### src/rtl/sha3_pkg.sv
// Shared SHA-3 constants for the pad loader and sponge core.
// Rate, padding bytes and loader FSM state encodings.
package sha3_pkg;

  localparam int         RATE_BYTES_256 = 136;
  localparam logic [7:0] DS_SHA3        = 8'h06;
  localparam logic [7:0] PAD_END        = 8'h80;

  localparam logic [0:0] FILL = 1'b0;
  localparam logic [0:0] EMIT = 1'b1;

endpackage

### src/rtl/sha3_pad_byte.sv
// Combinational byte insert plus SHA-3 domain padding.
// Reports spill when the last data byte exactly fills the block.
module sha3_pad_byte
  import sha3_pkg::*;
#(
  parameter int         RATE_BYTES = RATE_BYTES_256,
  parameter logic [7:0] DS_BYTE    = DS_SHA3,
  localparam int        CW         = $clog2(RATE_BYTES + 1),
  localparam int        W          = 8 * RATE_BYTES
) (
  input  logic [CW-1:0] cnt,
  input  logic          last,
  input  logic          empty,
  input  logic [7:0]    data,
  input  logic [W-1:0]  buffer,
  output logic [W-1:0]  block,
  output logic          spill
);

  logic          wr;
  logic          pad;
  logic [CW-1:0] p;

  assign wr    = !(last && empty);
  assign p     = wr ? cnt + CW'(1) : cnt;
  assign spill = last && (p == CW'(RATE_BYTES));
  assign pad   = last && !spill;

  // Write the byte at cnt, then OR in the pad bytes.
  always_comb begin
    block = buffer;
    for (int i = 0; i < RATE_BYTES; i++) begin
      if (wr && cnt == CW'(i))
        block[8*i +: 8] = data;
      if (pad && p == CW'(i))
        block[8*i +: 8] = block[8*i +: 8] | DS_BYTE;
    end
    if (pad)
      block[W-8 +: 8] = block[W-8 +: 8] | PAD_END;
  end

endmodule

### src/rtl/sha3_pad_loader.sv
// Byte-stream to rate-block packer with SHA-3 padding.
// FILL collects bytes; EMIT holds a block until the absorber takes it.
module sha3_pad_loader
  import sha3_pkg::*;
#(
  parameter int         RATE_BYTES = RATE_BYTES_256,
  parameter logic [7:0] DS_BYTE    = DS_SHA3
) (
  input  logic                    clk,
  input  logic                    rst,
  input  logic                    in_valid,
  input  logic [7:0]              in_data,
  input  logic                    in_last,
  input  logic                    in_empty,
  output logic                    in_ready,
  output logic                    blk_valid,
  output logic [8*RATE_BYTES-1:0] blk_data,
  output logic                    blk_last,
  input  logic                    blk_ready,
  output logic                    busy
);

  localparam int CW = $clog2(RATE_BYTES + 1);
  localparam int W  = 8 * RATE_BYTES;

  localparam logic [W-1:0] PAD_ONLY =
    {PAD_END, {(W-16){1'b0}}, DS_BYTE};

  logic [0:0]    state_q;
  logic [CW-1:0] cnt_q;
  logic [W-1:0]  buf_q;
  logic          pend_q;
  logic          last_q;
  logic          busy_q;

  logic [W-1:0]  padded;
  logic          spill;
  logic          full;

  assign full = cnt_q == CW'(RATE_BYTES - 1);

  sha3_pad_byte #(
    .RATE_BYTES (RATE_BYTES),
    .DS_BYTE    (DS_BYTE)
  ) u_pad (
    .cnt    (cnt_q),
    .last   (in_last),
    .empty  (in_empty),
    .data   (in_data),
    .buffer (buf_q),
    .block  (padded),
    .spill  (spill)
  );

  // Fill/emit sequencing; a spilled last byte queues a pad-only block.
  always_ff @(posedge clk or negedge rst) begin
    if (!rst) begin
      state_q <= FILL;
      cnt_q   <= '0;
      buf_q   <= '0;
      pend_q  <= 1'b0;
      last_q  <= 1'b0;
      busy_q  <= 1'b0;
    end else begin
      unique case (state_q)
        FILL: begin
          if (in_valid) begin
            buf_q  <= padded;
            busy_q <= 1'b1;
            if (in_last) begin
              state_q <= EMIT;
              cnt_q   <= '0;
              last_q  <= !spill;
              pend_q  <= spill;
            end else if (full) begin
              state_q <= EMIT;
              cnt_q   <= '0;
              last_q  <= 1'b0;
            end else begin
              cnt_q <= cnt_q + CW'(1);
            end
          end
        end
        EMIT: begin
          if (blk_ready) begin
            if (pend_q) begin
              buf_q  <= PAD_ONLY;
              last_q <= 1'b1;
              pend_q <= 1'b0;
            end else begin
              buf_q   <= '0;
              cnt_q   <= '0;
              state_q <= FILL;
              last_q  <= 1'b0;
              if (last_q)
                busy_q <= 1'b0;
            end
          end
        end
        default: state_q <= FILL;
      endcase
    end
  end

  assign in_ready  = state_q == FILL;
  assign blk_valid = state_q == EMIT;
  assign blk_data  = buf_q;
  assign blk_last  = last_q;
  assign busy      = busy_q;

endmodule
### config.mk
export PLATFORM = sky130hd
export DESIGN_NAME = sha3_pad_loader
export DESIGN_NICKNAME = d
export VERILOG_FILES = /design/src/rtl/sha3_pkg.sv /design/src/rtl/sha3_pad_byte.sv /design/src/rtl/sha3_pad_loader.sv
export SDC_FILE = /design/constraint.sdc
export NUM_CORES = 2
export LEC_CHECK = 0
export CAP_MARGIN = 30
export CORE_AREA = 2 2 433 435
export CTS_CLUSTER_SIZE = 14
export DETAILED_ROUTE_END_ITERATION = 7
export DIE_AREA = 0 0 435 437
export GPL_TIMING_DRIVEN = 0
export MAX_ROUTING_LAYER = met4
export SETUP_SLACK_MARGIN = 0.02
export SLEW_MARGIN = 5
export SYNTH_ARGS = -nofsm -noshare
export SYNTH_HDL_FRONTEND = slang
export SYNTH_SLANG_ARGS = --single-unit
### constraint.sdc
create_clock -name clk -period 3.55 [get_ports clk]
set_clock_uncertainty 0.2 [all_clocks]
set_input_delay 0.355 -clock clk [delete_from_list [all_inputs] [get_ports clk]]
set_output_delay 0.355 -clock clk [all_outputs]
set_load 0.05 [all_outputs]
==> metrics.md <==
| Metric | Value |
|---|---|
| Fin crit share | `99.8%` |
| Clk root buf | `clkbuf_16` |
| Adder-Cell Fraction of Synth Area | `0.138%` |
| WP data required | `4090 ps` |
| # IOs | `1,106` |
| Final max-slew violation count | `0` |
| First-pass GRT wire length | `370 mm` |
| Non-Filler Instances | `8,349` |
| Maxcap violations | `0` |
| Mux cell area share after synthesis | `4.56%` |
| Antenna Nets Post-Route | `0` |
| Synth Area in Simple Gates | `11.9%` |
| CTS tree | `built` |
| Die Span Y | `437 microns` |
| R2R Path Start | `cnt_q[1]$_DFFE_PN0P_` |
| Vias in the first global route | `41,800` |
| Placed Cells | `8,064` |
| Final core occ | `36.1%` |
| Sequential fraction of the synthesis area | `60.6%` |
| Gr ovfl total | `0` |
| Avg Cell Area, Syn | `10.4 sq um` |
| Initial Util | `24.6%` |
| Core area | `185,000 sq um` |
| Insertion delay to the later sink of the worst-skew pair | `800 ps` |
| Max Fclk | `0.282 GHz` |
| Worst Hold Class | `primary input to flop` |
| Pleak | `28.1 nW` |
| Most frequent cell after synthesis | `dfrtp_1` |
| Final hold vios | `0` |
| Critical path arrival | `4090 ps` |
| # H-tree levels | `4` |
| Detail Placement HPWL | `223 mm` |
| Net count, final | `5,774` |
| CP Max Fanout | `10` |
| Clock-pin slew on the worst setup and hold paths | `70 ps` |
| Wire length per cell | `33.3 microns` |
| Share of layout cells above drive strength 1 | `16.3%` |
| Post-synth top cells | `1,100 x dfrtp_1, 787 x nand2_1, 770 x o21ai_0` |
| Initial antenna violation count | `22` |
| Top cell type by total area after synthesis | `dfrtp_1` |
| Final setup vio count | `0` |
| Startpoint Class | `flop` |
| Largest family of logic cells by synthesized area | `compound AO/OA/AOI/OAI gates` |
| Hold Path End | `blk_valid$_DFF_PN0_` |
| Unique masters post-synth | `83` |
| Area contributors post-synth | `dfrtp_1 61%, o21ai_0 8.5%, nand2_1 6.5%` |
| Slew Limit Headroom | `25.3%` |
| Router iterations before antenna repair | `8` |
| Clock sinks | `1,100` |
| Post-synth ARST share | `100%` |
| Setup CP Type | `flop to flop` |
| Ys Warns | `0` |
| Outcome | `completed` |
| Worst IR Drop VDD | `0.754 mV` |
| Largest net degree at the start of global routing | `172` |
| RSZ-0062 raised after global routing | `no` |
| DR vias/cell | `5.14` |
| Remaining DRCs | `0` |
| Die X | `435 microns` |
| Synthesized cell area | `45,500 sq um` |
| Final wirelength | `278 mm` |
| Worst setup margin | `8.21 ps` |
| CTS Buffer Depth | `3` |
| Total Die Area | `190,000 sq um` |
| Synth Area in Compound Gates | `18.8%` |
| Setup slack, reg-to-reg | `8 ps` |
| Cells on worst reg2reg path | `10` |
| Placer congestion estimate | `1.03` |
| Fin crit period | `3540 ps` |
| Number of synthesized register bits | `1,100` |
| Post-Synth XOR/XNOR Area | `0.113%` |
| GRT Total Usage | `29.2%` |
| Post-synth EDFFs | `0` |
| Ys flop type | `dfrtp_1` |
| Area Overhead vs Synth | `47.0%` |
| Hold Path Origin | `blk_ready` |
| 1st-iter DRT viols | `4,298` |
| Mapped Cells | `4,353` |
| Worst Tran Pin Value | `1120 ps` |
| Row cnt | `158` |
| CTS Buf Count | `132` |
| Synth top area share | `60.6%` |
| Worst hold slack | `127 ps` |
| Min-Delay Path Depth | `2` |
| Syn Nets | `4,372` |
| RR Endpoint | `blk_data[393]$_DFFE_PN0P_` |
| Setup_tns | `0 ps` |
| DR vias | `42,900` |
| Pre-CTS setup slack | `-1350 ps` |
| Buffers on Ports | `1,105` |
| Pwr per Cell Area | `1200 nW/um^2` |
| Element type at the critical path end | `flop` |
## placed cells by master (no fill, tap or decap), types with 77 or more instances in the layout
cell type        instances
a21oi_1                 77
nand2_1                774
buf_4                   77
clkdlybuf4s50_1       1102
o21ai_0                731
nor3_1                 101
o221a_2                 86
clkbuf_16              137
clkbuf_1               247
mux2_2                 180
nor2_1                 135
dfrtp_1               1099
## critical path: stages (launching register included)
cell     delay, ps
dfrtp_1        470
ha_2           390
and3_1         220
nand4_1        200
o22ai_2        350
buf_2          350
buf_2          360
buf_8          210
nand2_1        130
o21ai_0        330
o221a_2        250
## state kept, by name, indices dropped and copies added (netlist names)
| register | cells |
|---|---|
| pend_q | 1 |
| busy | 1 |
| blk_valid | 1 |
| blk_last | 1 |
| blk_data | 1088 |
| cnt_q | 8 |
## power breakdown
group | switching, W | leakage, nW | internal, W
registers | 0.00333 | 14.1 | 0.0179
clock network | 0.00576 | 2.18 | 0.00822
logic | 0.0321 | 11.8 | 0.0129
## how the worst max path moves through the flow
| stage | startpoint | end | slack [ps] | cells after the start |
|---|---|---|---|---|
| after floorplan | cnt_q[0]$_DFFE_PN0P_ | blk_data[561]$_DFFE_PN0P_ | 380 | 8 |
| after global placement | rst | blk_data[100]$_DFFE_PN0P_ | -49030 | 1 |
| after detailed placement | cnt_q[0]$_DFFE_PN0P_ | blk_data[402]$_DFFE_PN0P_ | -1350 | 9 |
| after CTS | blk_valid$_DFF_PN0_ | in_ready | -140 | 6 |
| after global routing | cnt_q[1]$_DFFE_PN0P_ | blk_data[761]$_DFFE_PN0P_ | 20 | 10 |
| final | cnt_q[1]$_DFFE_PN0P_ | blk_data[393]$_DFFE_PN0P_ | 8 | 10 |
## cell families (layout without fill, tap and decap cells)
kind of cell	Yosys count	count (layout)
buffers and inverters	456	1960
adder cells (fa/ha/maj)	5	5
AO/OA/AOI/OAI	1361	1361
AND/OR/NAND/NOR	1242	1242
multiplexers	184	184
XOR/XNOR	5	5
other	0	12
flip-flops	1100	1100
## repair_timing
action | CTS | global route
gates resized for setup | 148 | 112
pin swaps | 17 | 5
hold buffers | 4 | 0
hold endpoints to repair | 415 | 0
setup endpoints to repair | 931 | 634
gates cloned | 0 | 1
buffers inserted | 29 | 10
## layer usage
metal  up-vias  wire length (microns)  global-route usage (%)
met1     21600                 104000                    32.9
met4         0                  22500                    19.0
li1      18300                      -                       -
met5         -                      0                       -
met2      2349                 129000                    46.3
met3       665                  22800                    7.37
## area by class of cell
type | instances | area, sq um
antenna | 12 | 30.0
buffer | 372 | 1660
clock buffer | 185 | 3870
clock inverter | 51 | 571
fill | 18800 | 118000
inverter | 75 | 285
multi-input combinational | 2797 | 16800
sequential | 1100 | 27500
tap | 2480 | 3100
timing repair buffer | 1277 | 13000
## stage by stage
| stage | power [W] | area (sq um) |
|---|---|---|
| after floorplan | 0.0465 | 45500 |
| after global placement | 0.0656 | 59600 |
| after detailed placement | 0.0663 | 61200 |
| after CTS | 0.0807 | 66500 |
| after global routing | 0.0829 | 66800 |
| final | 0.0802 | 66800 |
Note: power is estimated with default switching activity, not from simulation.
